==> config.mk <==
export PLATFORM = sky130hd
export DESIGN_NAME = serial_subtractor
export DESIGN_NICKNAME = d
export VERILOG_FILES = /design/src/rtl/serial_subtractor.sv
export SDC_FILE = /design/constraint.sdc
export NUM_CORES = 1
export LEC_CHECK = 0
export ABC_AREA = 0
export BUFFER_PORTS_ARGS = -buffer_cell sky130_fd_sc_hd__clkbuf_2
export CAP_MARGIN = 20
export CORE_MARGIN = 4
export CORE_UTILIZATION = 57
export DETAILED_ROUTE_END_ITERATION = 6
export PLACE_DENSITY = 0.81
export SYNTH_ARGS = -nofsm -noshare
export SYNTH_HDL_FRONTEND = slang
export SYNTH_SLANG_ARGS = --single-unit
==> constraint.sdc <==
create_clock -name clk -period 4 [get_ports clk]
set_input_delay 0.8 -clock clk [delete_from_list [all_inputs] [get_ports clk]]
set_output_delay 0.8 -clock clk [all_outputs]
set_load 0.05 [all_outputs]
==> src/rtl/serial_subtractor.sv <==
// Bit-serial unsigned subtractor: diff = a - b, computed LSB-first one bit per clock
// through a single full-subtractor cell with a registered borrow.
//
// Ports:
//   clk       - clock, rising edge
//   rst_n     - asynchronous active-low reset
//   in_valid  - operands a/b valid
//   in_ready  - operands accepted (high only while idle)
//   a, b      - minuend / subtrahend, WIDTH bits, unsigned
//   out_valid - diff/borrow valid (high only while a result is presented)
//   out_ready - consumer accepts the result
//   diff      - (a - b) mod 2^WIDTH
//   borrow    - final borrow-out, 1 iff a < b
//   busy      - high while bits are being processed
module serial_subtractor #(
  parameter int unsigned WIDTH = 8
) (
  input  logic             clk,
  input  logic             rst_n,
  input  logic             in_valid,
  output logic             in_ready,
  input  logic [WIDTH-1:0] a,
  input  logic [WIDTH-1:0] b,
  output logic             out_valid,
  input  logic             out_ready,
  output logic [WIDTH-1:0] diff,
  output logic             borrow,
  output logic             busy
);

  localparam int unsigned CntW = $clog2(WIDTH);
  localparam logic [CntW-1:0] LastCnt = CntW'(WIDTH - 1);

  typedef enum logic [1:0] {
    StIdle,
    StRun,
    StDone
  } state_e;

  state_e           state_q, state_d;
  logic [WIDTH-1:0] sa_q, sa_d;
  logic [WIDTH-1:0] sb_q, sb_d;
  logic [WIDTH-1:0] sd_q, sd_d;
  logic             br_q, br_d;
  logic [CntW-1:0]  cnt_q, cnt_d;

  // Full-subtractor cell on the current LSBs.
  logic d_bit;
  logic br_next;
  assign d_bit   = sa_q[0] ^ sb_q[0] ^ br_q;
  assign br_next = (~sa_q[0] & sb_q[0]) | (~(sa_q[0] ^ sb_q[0]) & br_q);

  always_comb begin
    state_d = state_q;
    sa_d    = sa_q;
    sb_d    = sb_q;
    sd_d    = sd_q;
    br_d    = br_q;
    cnt_d   = cnt_q;
    unique case (state_q)
      StIdle: begin
        if (in_valid) begin
          sa_d    = a;
          sb_d    = b;
          br_d    = 1'b0;
          cnt_d   = '0;
          state_d = StRun;
        end
      end
      StRun: begin
        sd_d = {d_bit, sd_q[WIDTH-1:1]};
        sa_d = {1'b0, sa_q[WIDTH-1:1]};
        sb_d = {1'b0, sb_q[WIDTH-1:1]};
        br_d = br_next;
        // Counter parks at the last index rather than wrapping.
        if (cnt_q == LastCnt) begin
          state_d = StDone;
        end else begin
          cnt_d = cnt_q + 1'b1;
        end
      end
      StDone: begin
        if (out_ready) begin
          state_d = StIdle;
        end
      end
      default: state_d = StIdle;
    endcase
  end

  always_ff @(posedge clk or negedge rst_n) begin
    if (!rst_n) begin
      state_q <= StIdle;
      sa_q    <= '0;
      sb_q    <= '0;
      sd_q    <= '0;
      br_q    <= 1'b0;
      cnt_q   <= '0;
    end else begin
      state_q <= state_d;
      sa_q    <= sa_d;
      sb_q    <= sb_d;
      sd_q    <= sd_d;
      br_q    <= br_d;
      cnt_q   <= cnt_d;
    end
  end

  // Outputs decoded from registered state only.
  assign in_ready  = (state_q == StIdle);
  assign busy      = (state_q == StRun);
  assign out_valid = (state_q == StDone);
  assign diff      = sd_q;
  assign borrow    = br_q;

endmodule

Word level (Yosys, flattened, before mapping). Cells that the tools add are included.

Add/subtract/negate cells: 1. Equal/unequal tests: 7. Muxes and demuxes: 13. Bitwise operators: 7. Reductions and logical operators: 5.

Operators with widths (count): $pmux 8 s2 (2); $mux 8 (2); $mux 2 (3); $mux 3 (2); $pmux 2 s3 (1); $pmux 3 s2 (1); $reduce_and 3->1 (2); $ne 2x1->1 const B (2); $ne 2x2->1 const B (2); $add 3x1->3 const B (1); $eq 3x3->1 const B (1); $and 1x1->1 (2); $eq 2x1->1 const B (1); $eq 2x2->1 const B (1); $logic_not 2->1 (1); $not 1->1 (2); $pmux 1 s2 (1); $reduce_and 2->1 (1); $reduce_bool 2->1 (1); $xor 1x1->1 (2); $mux 1 (1); $or 1x1->1 (1).

Register bits after elaboration: 30. Input bits: 20. Output and inout port bits: 12. Word-level logic and storage cells: 39.

Depth between registers and ports, before layout.
Word-level depth: 5. Gate-level depth with buffers: 4. Depth with buffers taken out: 4.

Least setup slack after synthesis. OpenSTA, ideal clock, no wires.

Path kind: register to output. Start point: register state_q[0]. End point: output port out_valid. Arrival: 1.323 ns. Data required time: 3.200 ns. Path slack: 1.877 ns. Stages on the path, launching flop included: 3. Path buffers: 1. Cells stage by stage: dfrtp_1 > buf_4 > nor2b_1.

Cells in the longest elaborated chain, start to end: 1.

RTL lines: from (decl) (RTL line 40) `state_e state_q, state_d;`; from (signal assigned) (RTL line 93) `state_q <= StIdle;`; from (signal assigned) (RTL line 100) `state_q <= state_d;`; $eq 2x2->1 (RTL line 112) `assign out_valid = (state_q == StDone);`; to (decl) (RTL line 24) `output logic out_valid,`.

No other way between the ends.

Final worst setup path.
Start point: register state_q[0]. End point: output port busy.

Cells in the longest elaborated chain, start to end: 1.

RTL lines: $eq 2x1->1 (RTL line 111) `assign busy = (state_q == StRun);`; to (decl) (RTL line 28) `output logic busy`.

No other way between the ends.

==> results.ini <==
[sta]
skew_ns = 0.0113
worstMarginPinSlew_ns = 0.948
fin_crit_sh_pct = 73.9
fin_setup_tns_ns = 0
drv_slew = 0
final_hold_viol_count = 0
fin_crit_ns = 2.96
setup_viol = 0
slew_headroom_pct = 36.8
rsz0062_at_grt = false
timing.fmax_mhz = 338
fin_hold_ws_ns = 0.509

[critical_path]
ff2ff_setup_slack_ns = 1.96
crit_chain = nand2b_2, inv_2, clkbuf_2
worstPathArrival_ns = 2.16
cp.required_ns = 3.20
path_delay_family = flip-flops
end_kind = primary output
slowest_stage = dfrtp_1
crit_buf_inv = 2
crit_type = register to primary output
slowest_delay_ns = 0.97
worst_setup_path_start_kind = register
path_max_fanout = 35

[clock_tree]
cts_made_buffers = 5
clock_sinks = 30
cts_tree = done
cts_resized = 0
root_buffer = clkbuf_4
clk_pin_slew_worst_paths_ns = 0.09
cts.path.max_buffers = 2
worst_skew_pair.late_latency_ns = 0.33
holdBufCountCts = 0
post-cts-setup-buffers = 0
htree_levels = 2

[layout]
nets = 177
postLayoutCellArea_mm2 = 0.00172
antenna_cells = 0
layout-drive-gt1-share_pct = 33.3
area_delta_synth_final_pct = 12.2

[power_and_ir_drop]
power.switching_uw = 657
vdd_drop_max_uv = 551
internal_power_uw = 797
p_comb_share_pct = 47.8
switching_share_pct = 45.2
seqPwrFrac_pct = 40.2
power_frac_clock_pct = 12.0
power.density_mw_per_mm2 = 844
power.leakage_nw = 0.789

[routing]
drtPass1Iterations = 4
wire_per_inst_um = 16.0
drt_iter0_markers = 20
viasPerCell = 5.99
wirelength_mm = 2.93
ant_nets = 0
drc = 0
vias = 1096

[synthesis]
synth_top_family_by_area = simple AND/OR/NAND/NOR gates
synth_xor_xnor_area_share_pct = 0
postSynthRegisterBits = 30
ys_types = 32
synth_area_leader_cell = dfrtp_1
syn-num-nets = 148
synth-simple-area-share_pct = 18.2
ys_seq_area_share_pct = 48.9
synth_top_flop_cell = dfrtp_1
synthAdderAreaFrac_pct = 2.93
synth_most_common_cell = dfrtp_1
synth_top_cell_area_share_pct = 48.9
synth_area_mm2 = 0.00154
synth-compound-area-share_pct = 16.6
ys.warnings.count = 0
synth_commonest_cells = dfrtp_1, inv_1, nor3b_1, nor4b_1, a211oi_2
synth_enable_flop_cells = 0
syn_avg_cell_area_um2 = 12.3
postSynth.asyncResetShare_pct = 100
synthCells = 125
synthTopCellsByArea = dfrtp_1, a211oi_2, nor4b_1, mux2_1, nor3b_1
synth_mux_area_share_pct = 5.79

[global_route]
grt_usage_pct = 18.6
grt_overflow = 0
grt_max_degree = 36
grt_pass1_wl_mm = 4.93
grt_pass1_vias = 1119
antenna_found_initial = 0

[run]
drv_cap = 0

[hold_path]
min_path_type = input port to async pin

[floorplanning]
die_h_um = 59.9
dieArea_mm2 = 0.00359
start_util_pct = 60.9
core_area_mm2 = 0.00252
die_x_um = 59.9
row_count = 18
io_pins = 32

[outcome]
status = finished, final reports clean

[place]
dpl-instance-area_mm2 = 0.00167
port_buffers = 31
detailed_place_hpwl_mm = 2.06
gp_congestion = 0.736

## layout by cell type, fill, tap and decap left out
cell type and instances:
clkbuf_2 31, dfrtp_1 30, inv_1 13, nor3b_1 10
nor4b_1 10, a211oi_2 9, mux2_1 7, or4b_1 5
clkbuf_4 5, nand2b_1 4, o221a_1 4, a22o_1 2
nand3_1 2, o221ai_1 2, ha_1 2, nor2_1 1
nand2b_2 1, inv_2 1, nor2b_1 1, and2_1 1
a221o_1 1, o21bai_1 1, a32o_1 1, mux2i_1 1
o21ba_2 1, and3_1 1, a211o_1 1, a21oi_1 1
o221a_2 1, fa_1 1, clkbuf_8 1, buf_4 1
## metal layers
| metal | vias up | part of all wire [%] | wire [µm] | track usage (%) |
|---|---|---|---|---|
| li1 | 517 | - | - | - |
| met4 | 0 | 2.6 | 75 | 9.49 |
| met2 | 32 | 49 | 1450 | 30.9 |
| met1 | 538 | 43 | 1260 | 21.6 |
| met3 | 9 | 5.2 | 152 | 5.40 |
| met5 | - | 0 | 0 | 0 |
## power groups by stage
stage                     Clock (mW)  Sequential [mW]  Combinational (mW)
after floorplan                    0            0.690               0.460
after global placement             0            0.576               0.685
after detailed placement           0            0.590               0.706
after CTS                      0.178            0.585               0.708
after global routing           0.192            0.606               0.767
final                          0.174            0.585               0.695
## flip-flops by register name (all words and copies together) (netlist names)
| signal | count |
|---|---|
| borrow | 1 |
| state_q | 2 |
| diff | 8 |
| sb_q | 8 |
| sa_q | 8 |
| cnt_q | 3 |
## final timing paths
| path | start | endpoint | cells past startpoint |
|---|---|---|---|
| worst max-delay path | state_q[0] | busy | 3 |
| worst min-delay path | rst_n | sa_q[1] | 1 |
| worst max register to register | state_q[0] | sa_q[0] | 3 |
| worst min register to register | diff[0] | diff[0] | 1 |
| max in group asynchronous | rst_n | cnt_q[1] | 1 |
| min in group clk | diff[0] | diff[0] | 1 |
## cells by family (layout without fill, tap and decap cells)
logic type,count (synthesis),in the layout
adders and majority gates,3,3
AOI/OAI and AO/OA,24,24
buffers and inverters,24,52
and+or+nand+nor,36,36
muxes,8,8
DFF,30,30
## layout make-up
cell class / instances / area [µm²]
Fill cell: 191 / 800
Sequential cell: 30 / 751
Multi-Input combinational cell: 71 / 668
Timing Repair Buffer: 32 / 163
Inverter: 14 / 52.6
Clock buffer: 6 / 51.3
Tap cell: 30 / 37.5
## per-stage QoR
stage / std cells / setup WS [ns] / total power [mW] / utilization [%]
2_1_floorplan: 125 / 1.88 / 1.15 / -
3_3_place_gp: 177 / 1.49 / 1.26 / 66.3
3_5_place_dp: 177 / 1.40 / 1.30 / 66.3
4_1_cts: 183 / 1.02 / 1.47 / 68.3
5_1_grt: 183 / 0.881 / 1.57 / 68.3
6_report: 183 / 1.04 / 1.45 / 68.3
No activity file was read; power rests on OpenSTA's default activity.
